===== src/rtl/node_regfile_pkg.sv =====
// node_regfile_pkg: shared op codes and defaults for the TIS-100 node
// register file, plus the backup-select width helper.
package node_regfile_pkg;

    localparam int TIS_WIDTH   = 11;
    localparam int TIS_MAX_VAL = 999;

    typedef enum logic [2:0] {
        OP_NOP = 3'd0,
        OP_MOV = 3'd1,
        OP_ADD = 3'd2,
        OP_SUB = 3'd3,
        OP_NEG = 3'd4,
        OP_SAV = 3'd5,
        OP_SWP = 3'd6,
        OP_CLR = 3'd7
    } op_e;

    function automatic int bsel_w(input int n);
        return (n <= 1) ? 1 : $clog2(n);
    endfunction

endpackage


===== src/rtl/node_regfile_sat_clamp.sv =====
// tis_sat_clamp: (WIDTH+1)-bit signed value clamped to
// [-MAX_VAL, MAX_VAL] and truncated to WIDTH bits, with overflow bit.
module tis_sat_clamp #(
    parameter int WIDTH   = 11,
    parameter int MAX_VAL = 999
) (
    input  logic signed [WIDTH:0]   din,
    output logic signed [WIDTH-1:0] dout,
    output logic                    ovf
);

    localparam logic signed [WIDTH:0] HI = (WIDTH+1)'(MAX_VAL);
    localparam logic signed [WIDTH:0] LO = -HI;

    // Clamp against the symmetric bound, flag when clamping occurred
    always_comb begin
        dout = din[WIDTH-1:0];
        ovf  = 1'b0;
        if (din > HI) begin
            dout = HI[WIDTH-1:0];
            ovf  = 1'b1;
        end else if (din < LO) begin
            dout = LO[WIDTH-1:0];
            ovf  = 1'b1;
        end
    end

endmodule


===== src/rtl/node_regfile.sv =====
// node_regfile: ACC plus NUM_BAK banked BAK registers for one node.
// Macro NODE_REGFILE_SAT_FLAG_EN enables the registered sat flag.
module node_regfile
    import node_regfile_pkg::*;
#(
    parameter int WIDTH   = TIS_WIDTH,
    parameter int MAX_VAL = TIS_MAX_VAL,
    parameter int NUM_BAK = 1
) (
    input  logic                         clk,
    input  logic                         reset,
    input  logic                         clk_en,
    input  logic [2:0]                   instr,
    input  logic [bsel_w(NUM_BAK)-1:0]   bak_sel,
    input  logic signed [WIDTH-1:0]      input_val,
    output logic signed [WIDTH-1:0]      out,
    output logic                         acc_zero,
    output logic                         acc_neg,
    output logic                         sat
);

    localparam int BSEL_W = bsel_w(NUM_BAK);

    op_e                      op;
    logic signed [WIDTH-1:0]  acc;
    logic signed [WIDTH-1:0]  acc_nxt;
    logic signed [WIDTH-1:0]  bak [0:NUM_BAK-1];
    logic signed [WIDTH-1:0]  bak_rd;
    logic [BSEL_W-1:0]        sel_idx;
    logic signed [WIDTH:0]    ext_a;
    logic signed [WIDTH:0]    ext_b;
    logic signed [WIDTH:0]    ext_sum;
    logic signed [WIDTH-1:0]  clamped;
    logic                     ovf;
    logic                     is_arith;
    logic                     bak_wr;

    assign op       = op_e'(instr);
    assign out      = acc;
    assign is_arith = (op == OP_MOV) || (op == OP_ADD) || (op == OP_SUB);
    assign bak_wr   = (op == OP_SAV) || (op == OP_SWP);

    // Out-of-range backup selects fall back to entry 0
    always_comb begin
        sel_idx = '0;
        if (int'(bak_sel) < NUM_BAK) sel_idx = bak_sel;
    end

    // Read the selected backup entry
    always_comb begin
        bak_rd = '0;
        for (int i = 0; i < NUM_BAK; i++) begin
            if (sel_idx == BSEL_W'(i)) bak_rd = bak[i];
        end
    end

    // Widened operands; MOV adds input to zero so it is clamped too
    always_comb begin
        ext_a   = (op == OP_MOV) ? '0 : {acc[WIDTH-1], acc};
        ext_b   = {input_val[WIDTH-1], input_val};
        ext_sum = (op == OP_SUB) ? (ext_a - ext_b) : (ext_a + ext_b);
    end

    tis_sat_clamp #(
        .WIDTH   (WIDTH),
        .MAX_VAL (MAX_VAL)
    ) u_clamp (
        .din  (ext_sum),
        .dout (clamped),
        .ovf  (ovf)
    );

    // Next ACC value for the op being issued
    always_comb begin
        acc_nxt = acc;
        unique case (op)
            OP_NOP: acc_nxt = acc;
            OP_MOV: acc_nxt = clamped;
            OP_ADD: acc_nxt = clamped;
            OP_SUB: acc_nxt = clamped;
            OP_NEG: acc_nxt = -acc;
            OP_SAV: acc_nxt = acc;
            OP_SWP: acc_nxt = bak_rd;
            OP_CLR: acc_nxt = '0;
        endcase
    end

    // ACC, status flags and backup bank update
    always_ff @(posedge clk) begin
        if (reset) begin
            acc      <= '0;
            acc_zero <= 1'b1;
            acc_neg  <= 1'b0;
            for (int i = 0; i < NUM_BAK; i++) bak[i] <= '0;
        end else if (clk_en) begin
            acc      <= acc_nxt;
            acc_zero <= (acc_nxt == '0);
            acc_neg  <= acc_nxt[WIDTH-1];
            for (int i = 0; i < NUM_BAK; i++) begin
                if (bak_wr && (sel_idx == BSEL_W'(i))) bak[i] <= acc;
            end
        end
    end

`ifdef NODE_REGFILE_SAT_FLAG_EN
    logic sat_q;

    // Saturation flag: set by a clamping arithmetic op, cleared otherwise
    always_ff @(posedge clk) begin
        if (reset) begin
            sat_q <= 1'b0;
        end else if (clk_en) begin
            sat_q <= is_arith & ovf;
        end
    end

    assign sat = sat_q;
`else
    logic ovf_unused;
    assign ovf_unused = ovf & is_arith;
    assign sat        = 1'b0;
`endif

endmodule


===== config.mk =====
export PLATFORM = sky130hd
export DESIGN_NAME = node_regfile
export DESIGN_NICKNAME = d
export VERILOG_FILES = /design/src/rtl/node_regfile_pkg.sv /design/src/rtl/node_regfile_sat_clamp.sv /design/src/rtl/node_regfile.sv
export SDC_FILE = /design/constraint.sdc
export NUM_CORES = 1
export LEC_CHECK = 0
export CORE_MARGIN = 5
export CORE_UTILIZATION = 35
export CTS_BUF_LIST = sky130_fd_sc_hd__clkbuf_16
export DETAILED_ROUTE_END_ITERATION = 7
export PLACE_DENSITY_LB_ADDON = 0.08
export SLEW_MARGIN = 25
export SYNTH_ARGS = -nofsm -noshare
export SYNTH_HDL_FRONTEND = slang
export SYNTH_SLANG_ARGS = --single-unit

===== constraint.sdc =====
create_clock -name clk -period 4.8 [get_ports clk]
set_input_delay 0.96 -clock clk [delete_from_list [all_inputs] [get_ports clk]]
set_output_delay 0.96 -clock clk [all_outputs]
set_load 0.005 [all_outputs]

# Word-level counts from Yosys, hierarchy flattened
# Memory sizes are Yosys's and may differ from the RTL's.
# Index checks and enable logic that the tools add are counted.
# totals
register_bits,13
mem_bits_rw,11
out_inout_bits,14
word_cells,40
mem_count,1
# classes
n_addsub,3
order_cmp,3
eq_ne,7
mux,15
bitwise_logic,1
n_reduce_logical,7
# memory_table
name,depth,word_bits,read_ports,rd_ports_with_merged_regs,write_ports,line,text
bak,1,11,1,0,1,node_regfile.sv:27,logic signed [WIDTH-1:0] bak [0:NUM_BAK-1];
# ops
op,count
11-bit case mux with 5 select lines,1
11-bit two-way mux,4
12-bit two-way mux,2
12-bit by 11-bit adder with 12-bit output,1
3-bit equality test (second input constant),4
12-bit by 11-bit > comparator with 1-bit output (second input constant),1
12-bit by 11-bit less-than comparator with 1-bit output (second input constant),1
12-bit by 11-bit subtractor with 12-bit output,1
11-bit logical NOT,1
11-bit negator,1
11-bit OR reduction,1
1-bit two-way mux,8
3-bit by 2-bit equality test with 1-bit output (second input constant),2
3-bit by 1-bit equality test with 1-bit output (second input constant),1
3-bit logical NOT,1
3-bit OR reduction,1
2-bit OR reduction,1
1-bit logical AND,1
1-bit logical OR,1
1-bit less-than comparator (second input constant),1
1-bit inverter,1

# Depth between registers and ports, before layout
# logic_depth
depth_word,10
depth_mapped,18

# Modules after synthesis
# Synthesis repeated with hierarchy kept, for this count alone.
# unflattened
hier_cells,310
area_unflattened_um2,2473.6
# modules_own_cells
mod,n_inst,cells_per_inst,area_per_inst_um2,seq_area_each_um2
node_regfile,1,284,2290.9,570.5
tis_sat_clamp,1,26,182.7,0.0

# Worst setup path after synthesis
# Ideal clock, no wire load.
# synth_path
path_kind,input-to-reg
from,input port instr[1]
to,register acc_zero
arrival_time_ns,4.777
slack_ns,-0.061
path_stages,17
n_path_buf,3
cell_sequence,clkbuf_1 -> clkbuf_1 -> clkbuf_1 -> or3_1 -> nand2_1 -> ha_1 -> fa_1 -> and2b_1 -> o2111ai_2 -> and3_1 -> o31a_2 -> xnor2_4 -> a41oi_1 -> o21a_1 -> nand2_1 -> a2111o_1 -> o31ai_2
# synth_between
elab_chain_cells,9
word_cells_on_any_way,20
classes_between,2 x add/sub; 2 x order compare; 7 x eq/ne; 5 x mux; 4 x reduce/logical
# synth_lines
element,line,text
"start, declared",node_regfile.sv:13,"input logic [2:0] instr,"
3-bit by 1-bit equality test with 1-bit output,"node_regfile.sv:59, node_regfile.sv:76",
12-bit two-way mux,node_regfile.sv:59,"ext_a = (op == OP_MOV) ? '0 : {acc[WIDTH-1], acc};"
12-bit by 11-bit adder with 12-bit output / 12-bit by 11-bit subtractor with 12-bit output (equally long branches),node_regfile.sv:61,ext_sum = (op == OP_SUB) ? (ext_a - ext_b) : (ext_a + ext_b);
12-bit two-way mux,node_regfile.sv:61,
12-bit by 11-bit less-than comparator with 1-bit output,node_regfile_sat_clamp.sv:22,end else if (din < LO) begin
11-bit two-way mux,node_regfile_sat_clamp.sv:22,
11-bit two-way mux,node_regfile_sat_clamp.sv:19,if (din > HI) begin
11-bit case mux with 5 select lines *,node_regfile.sv:76,unique case (op)
11-bit logical NOT *,node_regfile.sv:97,acc_zero <= (acc_nxt == '0);
"end signal, assigned",node_regfile.sv:97,
"end, declared",node_regfile.sv:17,"output logic acc_zero,"
# Every way passes the cells marked *; elsewhere a longest branch is shown, timed or not.
# A chain may end at the register's enable or synchronous reset.

# Worst setup path in the final report
# layout_path
from,input port instr[2]
to,register acc_zero
# The elaborated chain is that of the path after synthesis.

==> flow_summary.toml <==
[run_status]
status = "complete, no violations"

[synthesis]
synth-async-reset-ratio_pct = 0
netlist_area_um2 = 2730
ys.flop_type = "dfxtp_1"
synth_mux_area_share_pct = 2.20
ys_ff_latch = 23
synth_compound_area_share_pct = 27.4
netlist_instances = 346
synthSimpleGateAreaFrac_pct = 28.0
yosysTopAreaCellShare_pct = 12.1
synth_xor_area_share_pct = 8.67
syn-num-nets = 378
ys_top_cells_by_area = "edfxtp_1 (12%), dfxtp_1 (8.8%), ha_1 (6.0%)"
synth_area_per_cell_um2 = 7.88
synth_top_family_by_area = "simple AND/OR/NAND/NOR gates"
synth_cell_types = 77
ys_seq_area_share_pct = 20.9
synthAdderAreaFrac_pct = 6.70
synth-edff-count = 11
synth_area_leader_cell = "edfxtp_1"
yosys_warnings = 0

[setup_path]
start_kind = "input pin"
crit_chain = "clkdlybuf4s50_1, inv_1, and3_2, a21oi_2, xnor2_1, ha_2, a21o_4, a22oi_4, a31o_1, a21boi_0, or4b_4, a21boi_4, or2_1, a221oi_2, a2111o_1, o31ai_2"
ff2ff_path_depth = 15
critical_path_class = "in2reg"
critPathArrivalTime_ps = 4750
regToRegSetupSlack_ps = 1170
crit_buf_inv = 2
cpMaxStageDelayCell = "or4b_4"
crit_path_max_incr_delay_ps = 560
critPathTopFamily = "compound AO/OA/AOI/OAI gates"
end_kind = "flip-flop"
worstPathRequired_ps = 4970
crit-reg2reg-capture = "acc_zero$_SDFFE_PP1P_"
reg2reg_from = "out[1]$_SDFFE_PP0P_"
cp_max_fo = 6

[power]
p_total_uw = 1040
power.switching_uw = 392
p_seq_share_pct = 23.9
power.density_nw_per_um2 = 279
p_sw_share_pct = 37.6
leakage_uw = 0.00164
pwr-share-clk_pct = 17.4
internal-power_uw = 650
ir_drop_mv = 0.155
pwr-share-comb_pct = 58.7

[worst_hold_path]
whs_path_depth = 2
whs_endpoint = "acc_zero$_SDFFE_PP1P_"
hp-start = "acc_zero$_SDFFE_PP1P_"
hold_class = "reg2reg"

[clock_tree]
cts_inserted_buffers = 3
cts_tree = "built"
cts.clk_slew.worst_paths_ps = 60
htree_num_levels = 1
insertion_delay_ps = 260
cts.sinks = 23
cts_hold_buf = 0
cts_buffer_depth = 2
cts-root-buf = "clkbuf_16"

[floorplan]
die_area_um2 = 9660
initial_core_util_pct = 35.7
core_um2 = 7650
rows = 32
io_pins = 32
die_h_um = 98.3
die_width_um = 98.3

[place]
dp_hpwl_um = 6470
io_buffers = 29
place.gp.congestion = 0.858

[finish]
utilization_pct = 48.9
drive_gt1_share_pct = 25.9
antennaDiodeCount = 0
area_growth_pct = 37.0
nets = 457

[timing]
hold_viol = 0
fin_tns_setup_ps = 0
period_minus_slack_ps = 4580
fin_skew_ps = 3.43
slew_headroom_pct = 53.1
tightest_slew_ps = 701
slew_viol_final = 0
finalCritPeriodShare_pct = 95.4
max_freq_mhz = 218
setup_viol = 0

[grt]
grt.total_usage_pct = 16.5
grt_pass1_vias = 2694
gr-total-overflow = 0
antenna_found_initial = 0
grt_pass1_wl_um = 13200
grt_max_degree = 22

[drt]
drc = 0
postRouteAntennaNets = 0
wl_per_cell_um = 15.7
first_pass_iters = 4
drt_wl_total_um = 8230
avgViaCountPerCell = 5.30
drt_iter0_drc = 111
vias = 2790

[job]
maxCapViolations = 0
metal layers:
metal	part of all wire [%]	GRT usage (%)
met2	46	26.5
met4	0.95	2.63
met3	2.9	2.29
met5	0	0
met1	50	24.0
worst max path at each step:
stage,cells past startpoint,from,endpoint,slack [ps]
floorplan,17,instr[1],acc_zero$_SDFFE_PP1P_,4
global placement,16,input_val[5],acc_zero$_SDFFE_PP1P_,-180
detailed placement,16,input_val[5],acc_zero$_SDFFE_PP1P_,-220
CTS,16,input_val[5],acc_zero$_SDFFE_PP1P_,20
global route,17,instr[2],acc_zero$_SDFFE_PP1P_,-20
finish,16,instr[2],acc_zero$_SDFFE_PP1P_,220
cell families after synthesis:
logic type	after synthesis
buffers and inverters	37
DFF	23
and+or+nand+nor	140
muxes	6
other	1
AOI/OAI and AO/OA	101
xor gates and xnor gates	24
adders and majority gates	14
synth_stat cells (4+ instances only):
cell / number
a211oi_1: 6
a21oi_1: 21
a31oi_1: 6
and2_1: 9
and3_1: 5
buf_2: 4
clkbuf_1: 14
dfxtp_1: 12
edfxtp_1: 11
ha_1: 13
inv_1: 14
mux2i_1: 6
nand2_1: 21
nand2b_1: 8
nand3_1: 10
nor2_1: 40
nor2b_1: 8
nor3_1: 15
o21a_1: 4
o21ai_0: 25
or3_1: 4
xnor2_1: 9
xor2_1: 13
worst min-delay path, stage by stage (launching register included):
cell and delay (ps):
dfxtp_1 330, a21oi_1 80, o31ai_2 60
metrics by stage:
stage                     instance area [um^2]  hold WS [ps]  setup WS (ps)  instances
after floorplan                           2730           478           3.98        346
after global routing                      3740           545          -17.0        526
after CTS                                 3610           500           16.8        524
after global placement                    3530           479           -180        520
final                                     3740           498            221        526
after detailed placement                  3530           469           -221        520
flip-flops by register name, indices dropped and copies added, names as in the netlist:
signal    flops
bak          11
out          10
acc_neg       1
acc_zero      1
timing repair:
| action | in CTS | in global routing |
|---|---|---|
| gates resized for setup | 0 | 30 |
| setup buffers | 0 | 2 |
| endpoints found under the setup margin | 0 | 3 |
cell type report:
cell class,count,area (um^2)
clock inverters,1,3.75
inverters,15,56.3
multi-input cells,286,2090
fillers,758,3910
flip-flops and latches,23,571
well taps,102,128
repair buffers,96,810
clock buffers,3,75.1
layout by cell type (no fill, tap or decap), types with 3 or more instances in the layout:
master,synthesis,layout
nand2b_1,8,8
o21ai_0,25,22
nor3_1,15,15
and3_1,5,4
xnor2_1,9,7
ha_1,13,9
a31oi_1,6,6
nand3_1,10,10
nand2_1,21,20
nor2_1,40,39
o21a_1,4,3
dfxtp_1,12,12
edfxtp_1,11,11
clkbuf_16,0,3
inv_1,14,15
and2_1,9,9
dlymetal6s2s_1,0,5
xor2_1,13,13
nor2b_1,8,8
a211oi_1,6,5
o211ai_1,3,3
or3_1,4,4
ha_2,0,3
mux2i_1,6,6
nand4_1,3,3
o21ai_1,1,3
clkdlybuf4s50_1,0,24
buf_4,3,66
a21oi_1,21,19
power by group through the flow:
stage               Combinational, uW  Clock [uW]  Sequential (uW)
detailed placement                585           0              253
global route                      673         193              252
finish                            612         181              249
CTS                               589         187              249
floorplan                         348           0              243
global placement                  582           0              253
Power figures use the tool's default switching activity.
